===== config.mk =====
export PLATFORM = sky130hd
export DESIGN_NAME = cond_flag_unit
export DESIGN_NICKNAME = d
export VERILOG_FILES = /design/src/rtl/cond_pkg.sv /design/src/rtl/cond_eval.sv /design/src/rtl/cond_flag_unit.sv
export SDC_FILE = /design/constraint.sdc
export NUM_CORES = 1
export LEC_CHECK = 0
export ABC_AREA = 0
export BUFFER_PORTS_ARGS = -buffer_cell sky130_fd_sc_hd__clkbuf_2
export CAP_MARGIN = 20
export CORE_MARGIN = 5
export CORE_UTILIZATION = 35
export DETAILED_ROUTE_END_ITERATION = 10
export GPL_ROUTABILITY_DRIVEN = 0
export PLACE_DENSITY = 0.72
export SLEW_MARGIN = 20
export SYNTH_ARGS = -nofsm -noshare
export SYNTH_HDL_FRONTEND = slang
export SYNTH_SLANG_ARGS = --single-unit
export TNS_END_PERCENT = 20

===== constraint.sdc =====
create_clock -name clk -period 1.55 [get_ports clk]
set_input_delay 0.31 -clock clk [delete_from_list [all_inputs] [get_ports clk]]
set_output_delay 0.31 -clock clk [all_outputs]
set_load 0.05 [all_outputs]

===== src/rtl/cond_pkg.sv =====
// cond_pkg: shared constants for the WISC condition unit.
//   - Condition-code values CC_EQ..CC_NEVER; any code at or above
//     CC_RSVD_MIN is reserved and reported as an error.
//   - Bit positions of the packed status flags {V,N,C,Z}.
// Optional feature macro used by the importing modules: COND_SET_OVF_EN.
package cond_pkg;

    localparam int CC_EQ       = 0;   // Z
    localparam int CC_NE       = 1;   // !Z
    localparam int CC_LT       = 2;   // S
    localparam int CC_LE       = 3;   // S | Z
    localparam int CC_GE       = 4;   // !S
    localparam int CC_GT       = 5;   // !S & !Z
    localparam int CC_LTU      = 6;   // !C
    localparam int CC_GEU      = 7;   // C
    localparam int CC_CO       = 8;   // C
    localparam int CC_ALWAYS   = 9;
    localparam int CC_NEVER    = 10;
    localparam int CC_RSVD_MIN = 11;

    localparam int FLG_Z = 0;
    localparam int FLG_C = 1;
    localparam int FLG_N = 2;
    localparam int FLG_V = 3;

    localparam int FLG_W = 4;

endpackage


===== src/rtl/cond_eval.sv =====
// cond_eval: purely combinational condition evaluator.
//   flags [3:0]    in   status flags {V,N,C,Z}
//   cc    [CC_W]   in   condition code
//   cond           out  condition result
//   err            out  condition code is reserved (cond forced 0)
// The signed-less-than term is N ^ V. When the overflow feature
// (COND_SET_OVF_EN) is disabled the parent drives V as 0, which
// collapses the term to the legacy MSB-only compare.
module cond_eval
    import cond_pkg::*;
#(
    parameter int CC_W = 4
) (
    input  logic [FLG_W-1:0] flags,
    input  logic [CC_W-1:0]  cc,
    output logic             cond,
    output logic             err
);

    logic s_lt;
    logic z;
    logic c;

    always_comb begin
        z    = flags[FLG_Z];
        c    = flags[FLG_C];
        s_lt = flags[FLG_N] ^ flags[FLG_V];
        cond = 1'b0;
        err  = 1'b0;
        case (int'(cc))
            CC_EQ:     cond = z;
            CC_NE:     cond = !z;
            CC_LT:     cond = s_lt;
            CC_LE:     cond = s_lt | z;
            CC_GE:     cond = !s_lt;
            CC_GT:     cond = !s_lt & !z;
            CC_LTU:    cond = !c;
            CC_GEU:    cond = c;
            CC_CO:     cond = c;
            CC_ALWAYS: cond = 1'b1;
            CC_NEVER:  cond = 1'b0;
            default:   err  = 1'b1;
        endcase
    end

endmodule


===== src/rtl/cond_flag_unit.sv =====
// cond_flag_unit: ALU flag register plus registered condition evaluation
// for set-type and branch-type instructions on the 16-bit WISC datapath.
// Ports:
//   clk, rst             clock; synchronous active-high reset
//   flag_we              capture {ovf,neg,cout,zero} into flags_q
//   zero,cout,neg,ovf    live ALU status
//   in_valid, cc         condition request and its code
//   use_live             evaluate on live ALU flags instead of flags_q
//   stall                hold output stage and flag register
//   flush                kill output stage (flag capture still allowed)
//   out_valid            set_out/taken/cc_err are valid
//   set_out [WIDTH]      zero-extended condition result
//   taken                condition true on a valid request
//   cc_err               request used a reserved condition code
//   flags_q [4]          flag register {V,N,C,Z}
// Optional feature macro: COND_SET_OVF_EN. When defined, the signed
// compare uses N ^ V. When undefined, ovf is ignored (flags_q[3] stays 0)
// and the signed compare uses N alone.
module cond_flag_unit
    import cond_pkg::*;
#(
    parameter int WIDTH = 16,
    parameter int CC_W  = 4
) (
    input  logic              clk,
    input  logic              rst,
    input  logic              flag_we,
    input  logic              zero,
    input  logic              cout,
    input  logic              neg,
    input  logic              ovf,
    input  logic              in_valid,
    input  logic [CC_W-1:0]   cc,
    input  logic              use_live,
    input  logic              stall,
    input  logic              flush,
    output logic              out_valid,
    output logic [WIDTH-1:0]  set_out,
    output logic              taken,
    output logic              cc_err,
    output logic [FLG_W-1:0]  flags_q
);

    logic             ovf_m;
    logic [FLG_W-1:0] live_flags_p0;
    logic [FLG_W-1:0] src_flags_p0;
    logic             cond_p0;
    logic             err_p0;

    logic             vld_p1;
    logic             cond_p1;
    logic             err_p1;

`ifdef COND_SET_OVF_EN
    assign ovf_m = ovf;
`else
    logic unused_ovf;
    assign unused_ovf = ovf;
    assign ovf_m      = 1'b0;
`endif

    // Stage p0: select flag source and evaluate the condition.
    // The registered source deliberately ignores a same-cycle flag_we;
    // forwarding is only available through use_live.
    always_comb begin
        live_flags_p0 = {ovf_m, neg, cout, zero};
        src_flags_p0  = use_live ? live_flags_p0 : flags_q;
    end

    cond_eval #(
        .CC_W (CC_W)
    ) u_eval (
        .flags (src_flags_p0),
        .cc    (cc),
        .cond  (cond_p0),
        .err   (err_p0)
    );

    // Flag register: stall blocks capture, flush does not.
    always_ff @(posedge clk) begin
        if (rst) begin
            flags_q <= '0;
        end else if (flag_we && !stall) begin
            flags_q <= live_flags_p0;
        end
    end

    // Stage p1: registered result. Idle cycles clear the stage so a
    // stale result is never presented as valid.
    always_ff @(posedge clk) begin
        if (rst) begin
            vld_p1  <= 1'b0;
            cond_p1 <= 1'b0;
            err_p1  <= 1'b0;
        end else if (flush) begin
            vld_p1  <= 1'b0;
            cond_p1 <= 1'b0;
            err_p1  <= 1'b0;
        end else if (!stall) begin
            vld_p1  <= in_valid;
            cond_p1 <= in_valid && cond_p0;
            err_p1  <= in_valid && err_p0;
        end
    end

    assign out_valid = vld_p1;
    assign set_out   = {{(WIDTH-1){1'b0}}, cond_p1};
    assign taken     = cond_p1;
    assign cc_err    = err_p1;

endmodule


# Yosys cells after proc, flatten, opt, wreduce, memory -nomap -nowiden
# Cells that the tools add are included.
# Widths: inputs -> output; s select.
classes:
  bitwise_logic: 3
  reduce_logical: 11
  eq_ne: 10
  muxes: 3
ops:
  columns: ["operator", "n"]
  rows:
  - ["$eq 4x3->1 const B", 4]
  - ["$eq 4x4->1 const B", 3]
  - ["$reduce_or 11->1", 1]
  - ["$pmux 1 s9", 1]
  - ["$eq 4x2->1 const B", 2]
  - ["$eq 4x1->1 const B", 1]
  - ["$logic_not 1->1", 4]
  - ["$logic_not 4->1", 1]
  - ["$reduce_or 2->1", 2]
  - ["$logic_and 1x1->1", 3]
  - ["$mux 3", 1]
  - ["$and 1x1->1", 1]
  - ["$mux 1", 1]
  - ["$or 1x1->1", 1]
  - ["$xor 1x1->1 const B", 1]
totals:
  input_bits: 15
  reg_bits: 6
  output_inout_bits: 23
  elab_cells: 31

# Logic depth before layout (Yosys ltp)
depth:
  ltp_word: 6
  mapped_depth: 5
  depth_no_buf: 4

# Cells and area by module
# From an unflattened synthesis, not the netlist that was laid out.
unflattened:
  cells_unflattened: 52
  hier_area_um2: 467.9
modules_own_cells:
  columns: ["module", "area_per_inst_um2", "seq_area_each_um2", "n_inst", "cells_each"]
  rows:
  - ["cond_flag_unit", 384.1, 120.1, 1, 41]
  - ["cond_eval", 83.8, 0.0, 1, 11]

# Least setup slack after synthesis
# No wires, ideal clock.
synth_path:
  path_type: "reg-to-reg"
  start: "register flags_q[1]"
  end: "register cond_p1 (netlist: taken)"
  path_stages_with_launch: 5
  path_buffers: 0
  slack_ns: 0.032
  period_less_slack_ns: 1.518
  required_time_ns: 1.491
  setup_ns: 0.059
  t_arrival_ns: 1.459
  path_cell_list: "dfxtp_1 -> mux2_2 -> mux2_2 -> a21oi_1 -> o31a_1"
synth_via:
  elab_chain_cells: 4
synth_rtl:
  columns: ["element", "line_no", "source"]
  rows:
  - ["start, declared", "cond_flag_unit.sv:41", "output logic [FLG_W-1:0] flags_q"]
  - ["start signal, assigned", "cond_flag_unit.sv:84", "flags_q <= live_flags_p0;"]
  - ["$mux 3 (*)", "cond_flag_unit.sv:67", "src_flags_p0 = use_live ? live_flags_p0 : flags_q;"]
  - ["$logic_not 1->1", "cond_eval.sv:37", "CC_LTU: cond = !c;"]
  - ["$pmux 1 s9 (*)", "cond_eval.sv:30", "case (int'(cc))"]
  - ["$logic_and 1x1->1 (*)", "cond_flag_unit.sv:101", "cond_p1 <= in_valid && cond_p0;"]
  - ["end signal, assigned", "cond_flag_unit.sv:101", null]
  - ["end, declared", "cond_flag_unit.sv:51", "logic cond_p1;"]
# Mark *: on every way between the ends. The rest lies on a longest branch, timed or not.
# A chain may end at the register's enable or synchronous reset.

# Final worst setup path
layout_path:
  start: "register flags_q[2]"
  end: "register cond_p1 (netlist: taken)"
layout_via:
  elab_chain_cells: 6
layout_rtl:
  columns: ["element", "line_no", "source"]
  rows:
  - ["$mux 3 (*)", "cond_flag_unit.sv:67", null]
  - ["$xor 1x1->1 (*)", "cond_eval.sv:27", "s_lt = flags[FLG_N] ^ flags[FLG_V];"]
  - ["$logic_not 1->1", "cond_eval.sv:35, cond_eval.sv:36", null]
  - ["$and 1x1->1", "cond_eval.sv:36", "CC_GT: cond = !s_lt & !z;"]
  - ["$pmux 1 s9 (*)", "cond_eval.sv:30", null]
  - ["$logic_and 1x1->1 (*)", "cond_flag_unit.sv:101", null]
# Marks and branches as above.

==> summary.md <==
| Metric | Value |
|---|---|
| Most frequent cells in the layout | 20 x clkbuf_2, 16 x conb_1, 6 x dfxtp_1 |
| Crit path kind | flip-flop to flip-flop |
| Top Metal Used | met4 |
| Crit start category | flip-flop |
| Seq/Total Area, Yosys | 0.239 |
| Largest family of logic cells by synthesized area | buffers and inverters |
| Max-cap violations | 0 |
| Ys Warns | 0 |
| Clk network pwr share | 0.290 |
| Post-layout min period | 1.33 ns |
| DRC viols | 0 |
| Port bufs | 20 |
| Endpoint class of the critical path | flip-flop |
| Cts-stage hold buffer count | 0 |
| Sequential share of power | 0.336 |
| WL met2 | 494 µm |
| Vias in the first global route | 414 |
| Dpl cell area | 542 µm² |
| Std-Cell Rows | 13 |
| Clock sink total | 6 |
| Synthesis-to-finish area growth | 12.2% |
| Clock Tree Root | clkbuf_4 |
| Total negative slack | 0 ns |
| Die width | 47.9 µm |
| Pre-CTS WS | 0.0451 ns |
| # IOs | 38 |
| Commonest non-fill, non-tap cell in the layout | clkbuf_2 |
| CTS tree | yes |
| Fmax | 0.755 GHz |
| Die Height | 47.9 µm |
| Fin. Hold Viols | 0 |
| Drt total wl | 1.07 mm |
| H-tree depth | 1 |
| Leakage | 0.284 nW |
| Post-CTS Resized | 0 |
| Dpl hpwl | 919 µm |
| Status | completed |
| RSZ-0062 raised after global routing | no |
| Max VDD drop | 0.442 mV |
| Mapped Area | 503 µm² |
| First-pass GRT wire length | 1.70 mm |
| Switching fraction of total power | 0.411 |
| Metal3 WL | 165 µm |
| CP arrival | 1.45 ns |
| Longest Clk Path Bufs | 2 |
| Share of layout cells above drive strength 1 | 0.350 |
| Distinct cells, synth | 22 |
| Min-delay worst type | input pin to flip-flop |
| Routed vias/inst | 4.88 |
| Top post-synthesis cells by area | buf_4 25%, dfxtp_1 24%, mux2_2 11% |
| Synth Area in Adders | 0 |
| Pwr dens | 865 nW/µm² |
| Mux share of post-synthesis cell area | 0.172 |
| Setup Viol. Count Final | 0 |
| Largest net degree at the start of global routing | 9 |
| Synth Area in XOR/XNOR | 0 |
| Design area | 564 µm² |
| Cells after Synth | 61 |
| GRT Residual Overflow | 0 |
| Complex-gate fraction of the synthesized area | 0.139 |
| FF+latch count, synth | 6 |
| Die area | 2300 µm² |
| Maximum net fanout on the critical path | 3 |
| Fin util | 0.423 |
| Internal Power | 0.287 mW |
| Core box area | 1330 µm² |
| Detail Route Antenna Nets | 0 |
| Switching power | 0.201 mW |
| First-pass detailed-route iteration total | 4 |
| Fin. max-slew vios | 0 |
| Clk slew on worst S/H paths | 0.04 ns |
| Inserted Clock Buffers | 3 |
| Clk_lat worst skew | 0.24 ns |
| DR WL/cell | 11.3 µm |
| Combinational share of power | 0.373 |
| Synth Area in Simple Gates | 0.164 |
| Hold depth | 2 |
| Area share of the largest cell type after synthesis | 0.254 |
| Reg2reg path depth | 4 |
| Worst Skew | 0.000501 ns |
| Initial antenna violation count | 0 |
| Initial Util | 0.377 |
| Post-CTS setup buffer count | 0 |
| Ant diodes | 0 |
| Fill cells | 135 |
| Vias | 464 |
| Synthesized area per cell | 8.25 µm² |
| Setup ws final | 0.225 ns |
| Cell taking the most area after synthesis | buf_4 |
| Layout Nets | 97 |
| Iteration-0 DRC Markers | 7 |
| GRT Total Usage | 0.106 |
| Met1 wire length | 392 µm |
| Req. time, crit path | 1.68 ns |
| Crit share post-route | 0.855 |
-- cells by family after synthesis --
kind of cell | after synthesis
AOI/OAI and AO/OA | 10
other | 1
and+or+nand+nor | 16
DFF | 6
buffers and inverters | 20
muxes | 8
-- critical path, stage by stage (launching register included) --
cell	delay (ns)
dfxtp_1	0.31
mux2_2	0.28
a32oi_1	0.21
o211ai_1	0.12
o31a_1	0.30
-- power by group through the flow --
stage               combinational [mW]  clock [mW]  sequential [mW]
floorplan                        0.159           0            0.185
global placement                 0.178           0            0.166
detailed placement               0.181           0            0.167
CTS                              0.181       0.150            0.164
global route                     0.193       0.160            0.165
finish                           0.182       0.142            0.164
-- final timing paths --
kind         startpoint   endpoint  slack (ns)
max          flags_q[2]      taken        0.22
min               flush  out_valid        0.27
max reg2reg  flags_q[2]      taken        0.22
min reg2reg   out_valid  out_valid        0.52
-- routing by layer --
layer,up-vias,GRT usage
met5,-,0
met4,0,0.0484
met3,4,0.0602
met2,32,0.179
met1,203,0.106
li1,225,-
-- state kept, by name (all words and copies together), names as in the netlist --
name       count
taken          1
cc_err         1
flags_q        3
out_valid      1
-- synthesized netlist by cell type --
cell type / n
buf_4: 17
dfxtp_1: 6
mux2_2: 5
nor3_1: 5
nor2_1: 4
a21oi_1: 3
mux2i_1: 3
a32oi_1: 2
nand3_1: 2
nor2b_1: 2
a211o_1: 1
a21o_1: 1
and3b_1: 1
buf_2: 1
clkbuf_1: 1
conb_1: 1
inv_1: 1
nand2_1: 1
nand3b_1: 1
o211ai_1: 1
o21ai_0: 1
o31a_1: 1
-- metrics by stage --
stage | hold slack, ns | instances | power [mW]
floorplan | 0.382 | 76 | 0.344
global placement | 0.495 | 92 | 0.345
detailed placement | 0.508 | 92 | 0.348
CTS | 0.259 | 95 | 0.496
global route | 0.261 | 95 | 0.518
finish | 0.267 | 95 | 0.488
-- cell type report --
class / count / area [µm²] / area share
Clock buffer: 3 / 22.5 / 0.0399
Inverter: 1 / 3.75 / 0.00665
Multi-Input combinational cell: 50 / 299 / 0.530
Sequential cell: 6 / 120 / 0.213
Tap cell: 15 / 18.8 / 0.0333
Timing Repair Buffer: 20 / 100 / 0.177
Power figures use the tool's default switching activity.
